===== src/rtl/led_seq_ctrl.sv =====
`default_nettype none
// ============================================================================
//  Module   : led_seq_ctrl
//  Purpose  : Plays a range of LED patterns out of an external synchronous
//             ROM.  Each step fetches one ROM word, registers it onto the LED
//             outputs and holds it for a programmable number of cycles. The
//             range is walked up or down and either wraps (loop) or stops
//             with a one-cycle done pulse (one-shot).
//
//  Ports    : CLK      - system clock, all state changes on the rising edge
//             RESET    - synchronous, active-low reset
//             start    - one-cycle request to begin playback (IDLE only)
//             stop     - one-cycle request to abort playback
//             dir      - 0 = ascending addresses, 1 = descending
//             loop     - 1 = wrap at range end, 0 = one-shot
//             div_val  - hold time per step, in cycles minus one
//             addr_lo  - first address of the playback range
//             addr_hi  - last address of the playback range
//             rom_addr - address presented to the ROM
//             rom_rd   - high in the cycle rom_addr is to be sampled
//             rom_q    - ROM data, valid one cycle after the rom_rd cycle
//             led      - registered pattern output
//             busy     - high in every state except IDLE
//             done     - one-cycle pulse at the end of one-shot playback
//
//  Revision : 1.0  initial release
// ============================================================================
module led_seq_ctrl #(
    parameter int ADDR_W = 5,
    parameter int DATA_W = 8,
    parameter int DIV_W  = 24
) (
    input  logic              CLK,
    input  logic              RESET,
    input  logic              start,
    input  logic              stop,
    input  logic              dir,
    input  logic              loop,
    input  logic [DIV_W-1:0]  div_val,
    input  logic [ADDR_W-1:0] addr_lo,
    input  logic [ADDR_W-1:0] addr_hi,
    output logic [ADDR_W-1:0] rom_addr,
    output logic              rom_rd,
    input  logic [DATA_W-1:0] rom_q,
    output logic [DATA_W-1:0] led,
    output logic              busy,
    output logic              done
);

    // ------------------------------------------------------------------------
    // State encoding
    // ------------------------------------------------------------------------
    localparam logic [1:0] c_IDLE  = 2'd0;
    localparam logic [1:0] c_FETCH = 2'd1;
    localparam logic [1:0] c_LATCH = 2'd2;
    localparam logic [1:0] c_HOLD  = 2'd3;

    localparam logic [ADDR_W-1:0] c_ADDR_ONE = ADDR_W'(1);
    localparam logic [DIV_W-1:0]  c_DIV_ONE  = DIV_W'(1);

    // ------------------------------------------------------------------------
    // Registers
    // ------------------------------------------------------------------------
    logic [1:0]        state_q,    state_d;
    logic [DATA_W-1:0] led_q,      led_d;
    logic [ADDR_W-1:0] rom_addr_q, rom_addr_d;
    logic [DIV_W-1:0]  cnt_q,      cnt_d;
    logic              done_q,     done_d;

    // Configuration captured at an accepted start; the live inputs are
    // ignored for the rest of the run.
    logic              dir_q,      dir_d;
    logic              loop_q,     loop_d;
    logic [DIV_W-1:0]  div_q,      div_d;
    logic [ADDR_W-1:0] lo_q,       lo_d;
    logic [ADDR_W-1:0] hi_q,       hi_d;

    // ------------------------------------------------------------------------
    // Address helpers (all based on the latched configuration)
    // ------------------------------------------------------------------------
    logic              w_at_final;
    logic [ADDR_W-1:0] w_first_addr;
    logic [ADDR_W-1:0] w_step_addr;
    logic              w_start_ok;

    // The last address of the walk depends on direction: ascending ends at
    // the high bound, descending ends at the low bound.
    assign w_at_final   = dir_q ? (rom_addr_q == lo_q) : (rom_addr_q == hi_q);
    assign w_first_addr = dir_q ? hi_q : lo_q;
    // Modulo arithmetic; a legal range never steps past either end.
    assign w_step_addr  = dir_q ? (rom_addr_q - c_ADDR_ONE)
                                : (rom_addr_q + c_ADDR_ONE);

    // An empty (inverted) range or a simultaneous stop rejects the start.
    assign w_start_ok   = start && !stop && (addr_lo <= addr_hi);

    // ------------------------------------------------------------------------
    // Next-state logic
    // ------------------------------------------------------------------------
    always_comb begin
        state_d    = state_q;
        led_d      = led_q;
        rom_addr_d = rom_addr_q;
        cnt_d      = cnt_q;
        done_d     = 1'b0;
        dir_d      = dir_q;
        loop_d     = loop_q;
        div_d      = div_q;
        lo_d       = lo_q;
        hi_d       = hi_q;

        case (state_q)
            c_IDLE: begin
                if (w_start_ok) begin
                    dir_d      = dir;
                    loop_d     = loop;
                    div_d      = div_val;
                    lo_d       = addr_lo;
                    hi_d       = addr_hi;
                    rom_addr_d = dir ? addr_hi : addr_lo;
                    state_d    = c_FETCH;
                end
            end

            c_FETCH: begin
                // rom_rd is asserted for this single cycle.
                state_d = stop ? c_IDLE : c_LATCH;
            end

            c_LATCH: begin
                // ROM data arrives now; the capture completes even when a
                // stop is seen in the same cycle.
                led_d   = rom_q;
                cnt_d   = div_q;
                state_d = stop ? c_IDLE : c_HOLD;
            end

            c_HOLD: begin
                if (stop) begin
                    // Abort: LED and address freeze, no done pulse.
                    state_d = c_IDLE;
                end else if (cnt_q == '0) begin
                    if (!w_at_final) begin
                        rom_addr_d = w_step_addr;
                        state_d    = c_FETCH;
                    end else if (loop_q) begin
                        rom_addr_d = w_first_addr;
                        state_d    = c_FETCH;
                    end else begin
                        done_d     = 1'b1;
                        state_d    = c_IDLE;
                    end
                end else begin
                    cnt_d = cnt_q - c_DIV_ONE;
                end
            end

            default: begin
                state_d = c_IDLE;
            end
        endcase
    end

    // ------------------------------------------------------------------------
    // State registers with synchronous active-low reset
    // ------------------------------------------------------------------------
    always_ff @(posedge CLK) begin
        if (!RESET) begin
            state_q    <= c_IDLE;
            led_q      <= '0;
            rom_addr_q <= '0;
            cnt_q      <= '0;
            done_q     <= 1'b0;
            dir_q      <= 1'b0;
            loop_q     <= 1'b0;
            div_q      <= '0;
            lo_q       <= '0;
            hi_q       <= '0;
        end else begin
            state_q    <= state_d;
            led_q      <= led_d;
            rom_addr_q <= rom_addr_d;
            cnt_q      <= cnt_d;
            done_q     <= done_d;
            dir_q      <= dir_d;
            loop_q     <= loop_d;
            div_q      <= div_d;
            lo_q       <= lo_d;
            hi_q       <= hi_d;
        end
    end

    // ------------------------------------------------------------------------
    // Outputs
    // ------------------------------------------------------------------------
    assign rom_addr = rom_addr_q;
    assign rom_rd   = (state_q == c_FETCH);
    assign led      = led_q;
    assign busy     = (state_q != c_IDLE);
    assign done     = done_q;

endmodule
`default_nettype wire


===== config.mk =====
export PLATFORM = sky130hd
export DESIGN_NAME = led_seq_ctrl
export DESIGN_NICKNAME = d
export VERILOG_FILES = /design/src/rtl/led_seq_ctrl.sv
export SDC_FILE = /design/constraint.sdc
export NUM_CORES = 1
export LEC_CHECK = 0
export ABC_AREA = 1
export CORE_MARGIN = 2
export CORE_UTILIZATION = 60
export DETAILED_ROUTE_END_ITERATION = 10
export DONT_BUFFER_PORTS = 1
export PLACE_DENSITY_LB_ADDON = 0.1
export SLEW_MARGIN = 25
export SYNTH_ARGS = -nofsm -noshare
export SYNTH_HDL_FRONTEND = slang
export SYNTH_SLANG_ARGS = --single-unit

===== constraint.sdc =====
create_clock -name CLK -period 4.65 [get_ports CLK]
set_clock_uncertainty 0.05 [all_clocks]
set_input_delay 0.93 -clock CLK [delete_from_list [all_inputs] [get_ports CLK]]
set_output_delay 0.93 -clock CLK [all_outputs]
set_load 0.01 [all_outputs]

### Word level (Yosys, flattened, before mapping)

Index checks and enable logic that the tools add are counted.

| storage, ports and cells | value |
|---|---|
| bits in registers | 76 |
| output and inout port bits | 16 |
| logic and storage cells | 64 |

| cells by class | value |
|---|---|
| magnitude comparators | 1 |
| $add $sub $neg | 3 |
| bitwise gates (word level) | 4 |
| equal/unequal tests | 11 |
| reduce and logical (&&, ||, !) cells | 13 |
| muxes and demuxes | 22 |

Operators with widths:

| operator | count |
|---|---|
| 24-bit 2-to-1 mux | 2 |
| 24-bit one-hot mux with 2 select lines | 1 |
| 5-bit 2-to-1 mux | 8 |
| 24-bit logical NOT | 1 |
| 24-bit by 1-bit subtractor with 24-bit output, second input constant | 1 |
| 5-bit == test | 2 |
| 2-bit 2-to-1 mux | 5 |
| 5-bit one-hot mux with 2 select lines | 1 |
| 2-bit != test, second input constant | 4 |
| 2-bit one-hot mux with 4 select lines | 1 |
| 3-bit != test, second input constant | 2 |
| 2-bit nonzero test | 3 |
| 5-bit by 1-bit adder with 5-bit output, second input constant | 1 |
| 5-bit less-or-equal comparator | 1 |
| 5-bit AND reduction | 1 |
| 5-bit OR reduction | 1 |
| 5-bit by 1-bit subtractor with 5-bit output, second input constant | 1 |
| 2-bit == test, second input constant | 2 |
| 1-bit 2-to-1 mux | 4 |
| 1-bit NOT | 4 |
| 2-bit AND reduction | 2 |
| 3-bit AND reduction | 1 |
| 2-bit by 1-bit == test with 1-bit output, second input constant | 1 |
| 1-bit logical AND | 2 |
| 2 further kinds | 2 |

### Logic depth before layout (Yosys ltp)

| logic depth | value |
|---|---|
| depth in word-level cells | 6 |
| depth in mapped cells | 13 |
| gate-level depth less buffers | 13 |

### Least setup slack after synthesis

Ideal clock, no wire load.

| timing | value |
|---|---|
| path type | input to register |
| start | input port addr_hi[2] |
| end | register div_q[23] |
| buffers on the path | 2 |
| stages on the path | 13 |
| arrival | 2.194 ns |
| slack | 2.290 ns |
| data required time | 4.484 ns |
| path through | inv_1 ha_1 nand2_1 nor2_1 nand2_1 nand3_1 nand2_1 nand2_2 inv_1 buf_2 buf_4 nor2_1 nor2_1 |

| between the ends | value |
|---|---|
| cells in the longest elaborated chain, start to end | 3 |

Ends and longest elaborated chain:

| item | line | text |
|---|---|---|
| start, declared | 41 | `input logic [ADDR_W-1:0] addr_hi,` |
| 5-bit less-or-equal comparator | 95 | `assign w_start_ok = start && !stop && (addr_lo <= addr_hi);` |
| 1-bit logical AND | 95 |  |
| 2-bit AND reduction (no source line) | - |  |
| end signal, assigned | 187 | `div_q <= div_d;` |
| end, declared | 74 | `logic [DIV_W-1:0] div_q, div_d;` |

No other way between the ends.
A chain may end at the register's enable or synchronous reset.

### Final worst setup path

| timing | value |
|---|---|
| start | input port addr_hi[2] |
| end | register hi_q[2] |

| between the ends | value |
|---|---|
| cells in the longest elaborated chain, start to end | 3 |

Ends and longest elaborated chain:

| item | line | text |
|---|---|---|
| 5-bit less-or-equal comparator | 95 |  |
| 1-bit logical AND | 95 |  |
| 2-bit AND reduction (no source line) | - |  |
| end signal, assigned | 189 | `hi_q <= hi_d;` |
| end, declared | 76 | `logic [ADDR_W-1:0] hi_q, hi_d;` |

Several ways; a longest one is shown, not always the timed one.

==> summary.txt <==
Worst hold path
  • Startpoint of the lowest-slack hold path: div_q[12]
  • Path class of the lowest-slack min-delay path: reg2reg

Layout
  • Nets@finish: 704
  • Proportion of layout cells with a drive suffix above 1: 8.00%
  • Antenna diodes: 0
  • Signed area change from the synthesized netlist to the final layout: 3.98%
  • Post-route cell area: 0.00455 mm2

Synth
  • Syn_nets: 721
  • Mapped cell area: 0.00437 mm2
  • Fraction of the mapped netlist area in compound gates: 17.1%
  • Area share of the largest cell type after synthesis: 34.8%
  • Cell taking the most area after synthesis: dfxtp_1
  • Post-synthesis xor/xnor area fraction: 1.40%
  • Adder and majority cell fraction of the synthesized area: 3.32%
  • Fraction of synthesized area in multiplexers: 0.687%
  • Post-synthesis share of cell area spent on and, or, nand and nor gates: 34.1%
  • Number of warning messages in the yosys log: 0
  • #FFs+latches synth: 76
  • Dominant combinational cell family by area after synthesis: simple AND/OR/NAND/NOR gates
  • Leading post-synthesis cells by cell area: dfxtp_1 (35%), nand2_1 (11%), nor2_1 (11%)
  • Synth Area per Inst: 6.61 um2
  • Number of standard cells after synthesis: 662
  • Register area share after synthesis: 34.8%
  • Number of unique standard cell types used by synthesis: 39

Floorplanning
  • Area of the die: 0.00799 mm2
  • Floorplan row count: 31
  • Area inside the core boundary: 0.00714 mm2
  • Die X-Extent: 89.4 um
  • Height of the chip: 89.4 um
  • Boundary Pins: 64
  • Effective utilization at floorplan: 61.3%

Global routing
  • Antenna violations before repair: 0
  • Global-route wire length before repair: 17200 um
  • Global route total overflow: 0
  • Pin count of the biggest net entering global routing: 65
  • Overall Global Routing Usage: 27.9%
  • Via count of the first global-routing pass: 3593

Route
  • DRT iter0 DRCs: 362
  • TritonRoute pass-1 iters: 5
  • Post-DR vias/cell: 5.62
  • WL per Instance: 14.5 um
  • Via count: 4206
  • Count of unresolved DRC violations after routing: 0
  • Antenna Violating Nets Remaining: 0
  • DRT Wirelength: 10900 um

Worst setup path
  • Critical Path Sink Type: flip-flop
  • CP Data Required Time: 4810 ps
  • Start point of the critical path: addr_hi[2]
  • Critical Path Start Type: primary input
  • Max Fanout on Critical Path: 46
  • Crit Path Class: in2reg
  • Startpoint of the lowest-slack register-to-register path: state_q[1]
  • Data arrival at the endpoint of the critical path: 3140 ps

STA
  • Sum of negative setup slack: 0 ps
  • Count of final max-slew check failures: 0
  • Max-Slew Margin vs Limit: 38.6%
  • Number of endpoints with negative hold slack in the final report: 0
  • Measured slew at the worst slew-check pin: 920 ps
  • Final period utilization: 64.2%
  • Setup repair after global routing missed its margin: false
  • Achievable clock frequency: 335 MHz
  • Shortest period the worst path allows: 2990 ps
  • Worst slack on hold paths: 420 ps
  • Setup-failing EPs final: 0

Clock network
  • Clock latency reported for the late side of the worst-skew pair: 350 ps
  • Clock root buffer: clkbuf_8
  • Maximum buffer depth of the clock tree: 2
  • Inserted Clock Buffers: 9
  • Post-CTS resize count: 0
  • Total of hold buffers inserted after clock tree synthesis: 0
  • Post-CTS setup repair buffer count: 0
  • Sink Count: 76
  • H-tree Lvls: 3
  • Clock-pin transition on the worst setup and hold timing paths: 80 ps
  • CTS tree: done

Status
  • Run status: complete, no violations

Power and ir drop
  • Cell Pwr Density: 339 mW/mm2
  • Maximum ir drop on the vdd rail: 0.000227 V
  • Total leakage power: 0.00207 uW

Job
  • Max-cap violations: 0

Placed design
  • Number of port buffers: 0
  • Global placer's final weighted congestion: 0.931
  • HPWL after detailed placement: 7670 um
  • Total placed instance area: 0.00434 mm2
==> layout by cell type (no fill, tap or decap), types with 2 or more instances in the layout <==
| master | netlist | final |
|---|---|---|
| o21ai_0 | 80 | 80 |
| nand2_1 | 128 | 128 |
| o211ai_1 | 6 | 6 |
| mux2i_1 | 3 | 3 |
| clkbuf_8 | 0 | 10 |
| nand2_2 | 5 | 5 |
| nor3_1 | 3 | 3 |
| inv_6 | 1 | 3 |
| or2_2 | 6 | 6 |
| a21oi_1 | 39 | 39 |
| nor2_2 | 7 | 7 |
| o21bai_1 | 5 | 5 |
| a21oi_2 | 6 | 6 |
| dfxtp_1 | 76 | 76 |
| nand4_1 | 8 | 8 |
| nand3_1 | 48 | 48 |
| xnor2_1 | 2 | 2 |
| nor2_1 | 126 | 126 |
| nor2_4 | 3 | 3 |
| xor2_1 | 5 | 5 |
| ha_1 | 10 | 10 |
| nor4_1 | 2 | 2 |
| nand3_2 | 3 | 3 |
| inv_1 | 51 | 51 |
==> per-layer routing <==
layer  wire length, um  global-route usage (%)  vias up  part of all wire (%)
met2              4660                    40.7      157                    43
met5                 0                       0        -                     0
met3               912                    8.22       14                   8.4
li1                  -                       -     2126                     -
met1              5130                    40.1     1909                    47
met4               150                    7.33        0                   1.4
==> area by class of cell <==
cell class                 instances  area [um2]
timing repair buffer               1        7.51
inverter                          54         210
fill                             708        2590
clock buffer                      10         138
multi-input combinational        503        2480
tap                               99         124
sequential                        76        1520
clock inverter                     6        68.8
==> flip-flops by register name, indices dropped and copies added (netlist names) <==
register / count
cnt_q: 24
div_q: 24
led: 8
hi_q: 5
lo_q: 5
rom_addr: 5
state_q: 2
dir_q: 1
done: 1
loop_q: 1
==> synth_stat cells (all sizes together) <==
cell	n
clkbuf	14
o211ai	6
or2	6
xnor2	2
inv	54
a21boi	1
fa	1
nor3	4
nand3b	1
xor2	5
nand3	51
nand2	134
dfxtp	76
o21ai	81
buf	15
mux2i	3
nor4	2
and3b	1
nor2	136
o21bai	5
nand4	8
o22ai	1
a21oi	45
ha	10
==> final timing paths <==
| check | to | slack [ps] | depth (start not counted) |
|---|---|---|---|
| hold / removal | div_q[12] | 420 | 2 |
| setup reg to reg | rom_addr[2] | 2040 | 7 |
| setup / recovery | hi_q[2] | 1660 | 11 |
| hold reg to reg | div_q[12] | 420 | 2 |
==> where the power goes <==
part	internal [uW]	switching (uW)
Sequential	685	37.7
Combinational	106	187
Clock	266	258
==> stage by stage <==
| step | worst slack [ps] | power (uW) | util [%] | cells |
|---|---|---|---|---|
| detailed placement | 1290 | 1020 | 60.8 | 733 |
| finish | 1660 | 1540 | 63.7 | 749 |
| floorplan | 2290 | 970 | - | 662 |
| global route | 1430 | 1620 | 63.7 | 749 |
| CTS | 1660 | 1540 | 63.7 | 749 |
| global placement | 1450 | 1010 | 60.8 | 733 |
==> cell families (layout without fill, tap and decap cells) <==
logic type	Yosys count	after routing
mux	3	3
fa+ha+maj	11	11
compound gates	139	139
buf+inv	83	71
xor+xnor	7	7
simple gates	343	343
flops	76	76
==> worst max-delay path: stages <==
cell,delay [ps]
inv_1,50
ha_1,290
nand2_1,60
nor2_1,130
nand2_1,70
nand3_1,80
nand2_1,70
nand2_2,520
inv_1,570
o21ai_0,320
a21oi_1,60
Note: power is estimated with default switching activity, not from simulation.
